### src/rtl/spi_fifo_irq_ctrl_if.sv
// spi_fifo_irq_ctrl_if: signal bundle between the FIFO/APB side and spi_fifo_irq_ctrl.
// SPI_IRQ_LEVEL_EN adds the irq_level_o level-interrupt line.
interface spi_fifo_irq_ctrl_if #(
    parameter int NUM_CH    = 2,
    parameter int CNT_WIDTH = 5
);
    logic                        clr_i;
    logic [NUM_CH*CNT_WIDTH-1:0] level_i;
    logic [NUM_CH-1:0]           xfer_i;
    logic [NUM_CH*CNT_WIDTH-1:0] th_i;
    logic [NUM_CH*CNT_WIDTH-1:0] cnt_i;
    logic [NUM_CH-1:0]           int_en_i;
    logic                        cnt_en_i;
    logic [NUM_CH-1:0]           ack_i;
    logic                        eot_i;
    logic [NUM_CH-1:0]           irq_pulse_o;
    logic [NUM_CH-1:0]           irq_sta_o;
    logic [1:0]                  events_o;
`ifdef SPI_IRQ_LEVEL_EN
    logic                        irq_level_o;
    modport master (output clr_i, level_i, xfer_i, th_i, cnt_i, int_en_i, cnt_en_i, ack_i, eot_i,
                    input irq_pulse_o, irq_sta_o, events_o, irq_level_o);
    modport slave (input clr_i, level_i, xfer_i, th_i, cnt_i, int_en_i, cnt_en_i, ack_i, eot_i,
                   output irq_pulse_o, irq_sta_o, events_o, irq_level_o);
`else
    modport master (output clr_i, level_i, xfer_i, th_i, cnt_i, int_en_i, cnt_en_i, ack_i, eot_i,
                    input irq_pulse_o, irq_sta_o, events_o);
    modport slave (input clr_i, level_i, xfer_i, th_i, cnt_i, int_en_i, cnt_en_i, ack_i, eot_i,
                   output irq_pulse_o, irq_sta_o, events_o);
`endif
endinterface

### src/rtl/spi_fifo_irq_ctrl.sv
// spi_fifo_irq_ctrl: per-channel FIFO-level interrupt generator with beat-count or ack re-arm.
// Optional SPI_IRQ_LEVEL_EN adds a registered level interrupt irq_level_o.
module spi_fifo_irq_ctrl #(
    parameter int                NUM_CH    = 2,
    parameter int                CNT_WIDTH = 5,
    parameter logic [NUM_CH-1:0] DIR_MASK  = NUM_CH'(2'b10)
) (
    input logic                HCLK,
    input logic                HRESETn,
    spi_fifo_irq_ctrl_if.slave bus
);
    typedef enum logic [1:0] {ACTIVE = 2'd0, GEN = 2'd1, INACTIVE = 2'd2} state_t;

    logic [NUM_CH-1:0] w_pulse;
    logic [NUM_CH-1:0] w_sta;

    for (genvar c = 0; c < NUM_CH; c++) begin : g_ch
        state_t               r_state;
        logic [CNT_WIDTH-1:0] r_cnt;
        logic                 r_pulse;
        logic                 r_sta;
        logic [CNT_WIDTH-1:0] w_lvl;
        logic [CNT_WIDTH-1:0] w_th;
        logic [CNT_WIDTH-1:0] w_cnt;
        logic [CNT_WIDTH-1:0] w_last;
        logic                 w_rise;
        logic                 w_wrap;
        logic                 w_fire;

        assign w_lvl  = bus.level_i[c*CNT_WIDTH +: CNT_WIDTH];
        assign w_th   = bus.th_i[c*CNT_WIDTH +: CNT_WIDTH];
        assign w_cnt  = bus.cnt_i[c*CNT_WIDTH +: CNT_WIDTH];
        // a re-arm count of 0 behaves like 1: every beat wraps
        assign w_last = (w_cnt == '0) ? '0 : w_cnt - CNT_WIDTH'(1);
        assign w_rise = DIR_MASK[c] ? (w_lvl >= w_th) : (w_lvl <= w_th);
        assign w_wrap = bus.cnt_en_i && bus.xfer_i[c] && (r_cnt == w_last);
        assign w_fire = (r_state == ACTIVE) && w_rise && bus.int_en_i[c];

        always_ff @(posedge HCLK or negedge HRESETn) begin
            if (!HRESETn) begin
                r_state <= ACTIVE;
                r_cnt   <= '0;
                r_pulse <= 1'b0;
                r_sta   <= 1'b0;
            end else if (bus.clr_i) begin
                r_state <= ACTIVE;
                r_cnt   <= '0;
                r_pulse <= 1'b0;
                r_sta   <= 1'b0;
            end else begin
                r_pulse <= w_fire;
                r_sta   <= w_fire | (r_sta & ~bus.ack_i[c]);
                r_cnt   <= !bus.cnt_en_i ? '0 :
                           !bus.xfer_i[c] ? r_cnt :
                           w_wrap ? '0 : r_cnt + CNT_WIDTH'(1);
                case (r_state)
                    ACTIVE:   r_state <= w_fire ? GEN : ACTIVE;
                    GEN:      r_state <= INACTIVE;
                    INACTIVE: r_state <= (bus.cnt_en_i ? w_wrap : bus.ack_i[c]) ? ACTIVE : INACTIVE;
                    default:  r_state <= ACTIVE;
                endcase
            end
        end

        assign w_pulse[c] = r_pulse;
        assign w_sta[c]   = r_sta;
    end

    assign bus.irq_pulse_o = w_pulse;
    assign bus.irq_sta_o   = w_sta;
    assign bus.events_o    = {bus.eot_i, |w_pulse};

`ifdef SPI_IRQ_LEVEL_EN
    logic r_level;

    always_ff @(posedge HCLK or negedge HRESETn) begin
        if (!HRESETn) r_level <= 1'b0;
        else          r_level <= |(w_sta & bus.int_en_i);
    end

    assign bus.irq_level_o = r_level;
`endif
endmodule

### src/flat_wrapper.sv
// flat-port wrapper written by rule: the top's interface ports become plain ports
module spi_fifo_irq_ctrl_flat 
#(
    parameter int                NUM_CH    = 2,
    parameter int                CNT_WIDTH = 5,
    parameter logic [NUM_CH-1:0] DIR_MASK  = NUM_CH'(2'b10)
)
  (HCLK, HRESETn, bus_clr_i, bus_level_i, bus_xfer_i, bus_th_i, bus_cnt_i, bus_int_en_i, bus_cnt_en_i, bus_ack_i, bus_eot_i, bus_irq_pulse_o, bus_irq_sta_o, bus_events_o);
  spi_fifo_irq_ctrl_if #(.NUM_CH(NUM_CH), .CNT_WIDTH(CNT_WIDTH)) bus_i ();
  input logic HCLK;
  input logic HRESETn;
  input wire logic [$bits(bus_i.clr_i)-1:0] bus_clr_i;
  input wire logic [$bits(bus_i.level_i)-1:0] bus_level_i;
  input wire logic [$bits(bus_i.xfer_i)-1:0] bus_xfer_i;
  input wire logic [$bits(bus_i.th_i)-1:0] bus_th_i;
  input wire logic [$bits(bus_i.cnt_i)-1:0] bus_cnt_i;
  input wire logic [$bits(bus_i.int_en_i)-1:0] bus_int_en_i;
  input wire logic [$bits(bus_i.cnt_en_i)-1:0] bus_cnt_en_i;
  input wire logic [$bits(bus_i.ack_i)-1:0] bus_ack_i;
  input wire logic [$bits(bus_i.eot_i)-1:0] bus_eot_i;
  output wire logic [$bits(bus_i.irq_pulse_o)-1:0] bus_irq_pulse_o;
  output wire logic [$bits(bus_i.irq_sta_o)-1:0] bus_irq_sta_o;
  output wire logic [$bits(bus_i.events_o)-1:0] bus_events_o;
  assign bus_i.clr_i = bus_clr_i;
  assign bus_i.level_i = bus_level_i;
  assign bus_i.xfer_i = bus_xfer_i;
  assign bus_i.th_i = bus_th_i;
  assign bus_i.cnt_i = bus_cnt_i;
  assign bus_i.int_en_i = bus_int_en_i;
  assign bus_i.cnt_en_i = bus_cnt_en_i;
  assign bus_i.ack_i = bus_ack_i;
  assign bus_i.eot_i = bus_eot_i;
  assign bus_irq_pulse_o = bus_i.irq_pulse_o;
  assign bus_irq_sta_o = bus_i.irq_sta_o;
  assign bus_events_o = bus_i.events_o;
  spi_fifo_irq_ctrl #(.NUM_CH(NUM_CH), .CNT_WIDTH(CNT_WIDTH), .DIR_MASK(DIR_MASK)) u_core (.HCLK(HCLK), .HRESETn(HRESETn), .bus(bus_i));
endmodule
### config.mk
export PLATFORM = sky130hd
export DESIGN_NAME = spi_fifo_irq_ctrl_flat
export DESIGN_NICKNAME = d
export VERILOG_FILES = /design/src/rtl/spi_fifo_irq_ctrl_if.sv /design/src/rtl/spi_fifo_irq_ctrl.sv /design/src/flat_wrapper.sv
export SDC_FILE = /design/constraint.sdc
export NUM_CORES = 1
export LEC_CHECK = 0
export BUFFER_PORTS_ARGS = -buffer_cell sky130_fd_sc_hd__buf_2
export CAP_MARGIN = 25
export CORE_MARGIN = 4
export CORE_UTILIZATION = 40
export CTS_CLUSTER_SIZE = 10
export DETAILED_ROUTE_END_ITERATION = 8
export GPL_ROUTABILITY_DRIVEN = 1
export GPL_TIMING_DRIVEN = 0
export HOLD_SLACK_MARGIN = 0.03
export SYNTH_ARGS = -nofsm -noshare
export SYNTH_HDL_FRONTEND = slang
export SYNTH_SLANG_ARGS = --single-unit
### constraint.sdc
create_clock -name HCLK -period 1.69 [get_ports HCLK]
set_input_delay 0.4225 -clock HCLK [delete_from_list [all_inputs] [get_ports HCLK]]
set_output_delay 0.4225 -clock HCLK [all_outputs]
set_load 0.02 [all_outputs]
==> metrics <==
Fill cells 373; largest family of logic cells by synthesized area simple AND/OR/NAND/NOR gates; Post-Synth Simple-Gate Area 26.04%; fin worst setup slack -0.03057 ns; H-tree depth 1; CTS Buf Count 3; final hold vios 0; final core occ 56.11%; Inserted Diodes 0; period utilisation layout 101.8%; status finished, violations left; first-pass GRT wire length 5671 um; wire length per cell 12.07 um; mux contribution to synthesized area 1.953%; Top FF cell, synth dfrtp_1; Rows 22; initial DRC count 32; syn nets 240; clk buf depth 2; syn_area_per_cell 8.312 sq um; Final Critical Period 1.721 ns; grt ovf 0; DRC viols 0; # clock sinks 18; library cells used by synthesis 41; Detailed Route WL 3403 um; VDD IR max 0.2596 mV; Post-synth EDFFs 0; Critical Path Sink Type flop; layout cells sized above 1 35.90%; Port Buffers 43; crit path launch type input port; Routed Antenna Nets 0; CTS tree yes; cts hold-fix bufs 0; IO Count 47; Die ar. 0.004900 sq mm; Fmax 0.5812 GHz; synthesis-stage register bit count 18; worst-skew pair later-pin latency 0.25 ns; Slew Viols, Final 0; Initial Util 41.69%; largest net degree at the start of global routing 19; Worst-path clk slew 0.06 ns; initial antenna violation count 0; share of the synthesized area in the top cell type 29.29%; Synth Cell Area 0.001538 sq mm; Synth area leader dfrtp_1; Max-Cap Viols 0; LEAKAGE 0.9707 nW; max_slew headroom 64.49%; HPWL Detailed 2603 um; unrepaired setup endpoints after global routing yes; Mapped Cells 185; pwr dens 514.6 mW/mm^2; CTS root buffer clkbuf_8; CP arrival 1.84 ns; Post-Synth XOR/XNOR Area 1.709%; GRT Util Overall 13.68%; Final setup viols 4; Initial DRT Pass Iterations 4; failing checks negative setup slack; Core Area 0.003689 sq mm; Worst-Margin Slew 0.5327 ns; via-per-instance ratio 5.234; critical path class in2reg; vias in the first global route 1356; Area Growth Syn to Fin 34.58%; Die Y-Extent 70 um; Total Nets Final 291; Synth async-reset ratio 100.0%; critical path peak fanout 5; ranking of synthesized cells by area dfrtp_1, ha_1, inv_1, o21ai_0, or3_1; Die W 70 um; via count 1476; Synth Area in Compound Gates 20.10%; Yosys Warn Count 0; clk_skew 0.0006069 ns; Final Non-Filler Cells 282; total power 1.065 mW; Adder-Cell Fraction of Synth Area 11.39%; Inst Count DP 276; r2r worst-path depth 6; Placer Congestion 0.7579; Critical Path RT 1.81 ns; post-synthesis sequential area ratio 29.29%; Hold Crit Class in2async
==> power by group <==
part / total, mW / switching, mW / internal [mW] / leakage, nW
Sequential: 0.459 / 0.0117 / 0.447 / 0.247
Clock: 0.291 / 0.133 / 0.158 / 0.0216
Combinational: 0.315 / 0.156 / 0.159 / 0.702
Total: 1.07 / 0.300 / 0.765 / 0.971
==> cells in the mapped netlist, types with 2 or more instances <==
master	number
o211ai_1	2
o21a_1	3
and2_1	3
buf_4	5
inv_1	24
o22ai_1	4
dfrtp_1	18
xnor2_1	2
nor2_1	12
nand3_1	8
o32ai_1	5
clkbuf_1	5
mux2i_1	3
a21o_1	3
ha_1	14
a211oi_2	2
o2111ai_1	3
nor4_1	4
a31oi_1	2
nor2b_1	4
and3_1	4
or3_1	8
nand2b_1	6
o311ai_0	2
nor3_1	6
o21ai_0	13
nand2_1	4
nand4b_1	3
==> per-layer routing <==
layer	track usage [%]	vias to the layer above	part of all wire (%)
li1	-	766	-
met1	17.47	682	45
met2	23.50	26	51
met3	3.309	2	4.2
met4	2.553	0	0.24
met5	0	-	0
==> worst paths after layout <==
| kind | from | to | slack, ns |
|---|---|---|---|
| setup / recovery | bus_cnt_i[1] | u_core.g_ch[0].r_cnt[1] | -0.03 |
| hold / removal | HRESETn | u_core.g_ch[1].r_state[1] | 0.09 |
| setup reg to reg | u_core.g_ch[1].r_cnt[2] | u_core.g_ch[1].r_cnt[4] | 0.17 |
| hold reg to reg | u_core.g_ch[1].r_state[0] | u_core.g_ch[1].r_state[1] | 0.50 |
| max in group asynchronous | HRESETn | u_core.g_ch[1].r_sta | 1.31 |
| min in group HCLK | bus_ack_i[0] | u_core.g_ch[0].r_sta | 0.37 |
==> layout make-up <==
cell class,instances,area [sq um],area share (%)
Multi-Input combinational cell,133,1080,52.18
Sequential cell,18,450.4,21.77
Timing Repair Buffer,47,295.3,14.27
Inverter,24,90.09,4.353
Tap cell,48,60.06,2.902
Buffer,9,52.55,2.539
Clock buffer,3,41.29,1.995
==> cell families after synthesis <==
kind of cell | count (synthesis)
compound gates | 44
fa+ha+maj | 14
buf+inv | 34
mux | 3
flops | 18
simple gates | 69
xor+xnor | 3
==> flip-flops by register name, summed over array words and instances (netlist names) <==
register / flops
u_core.g_ch.r_sta: 2
u_core.g_ch.r_cnt: 10
u_core.g_ch.r_pulse: 2
u_core.g_ch.r_state: 4
==> placed cells by master, fill, tap and decap left out, types with 4 or more instances in the layout <==
master and count:
inv_1 21, ha_1 12, nand2_1 4, o21ai_0 13, nand3_1 8, dfrtp_1 18, buf_6 6, or3_1 5
buf_4 8, nand2b_1 6, nor2_1 12, and3_1 4, clkbuf_1 4, buf_2 37, nor3_1 4
==> metrics by stage <==
step	hold WS [ns]	worst slack [ns]	setup TNS (ns)	area, sq um
floorplan	0.1269	-0.1209	-0.9688	1551
detailed placement	0.3801	-0.4841	-5.359	1827
finish	0.09478	-0.03057	-0.08547	2069
global route	0.1180	-0.07125	-0.4003	2069
global placement	0.3812	-0.4980	-5.478	1827
CTS	0.1053	0.004846	0	1933
==> repair_timing <==
item	4_1_cts	5_1_grt
pin swaps	2	9
gates resized for setup	8	27
hold endpoints to repair	0	0
endpoints found under the setup margin	11	11
setup buffers	2	2
gates cloned	0	0
==> worst max-delay path: stages <==
cell and delay (ns):
buf_6 0.10, or3_4 0.38, and2_4 0.17, or3_4 0.32, a211oi_2 0.18, buf_4 0.18, o32ai_2 0.07
Power figures use the tool's default switching activity.
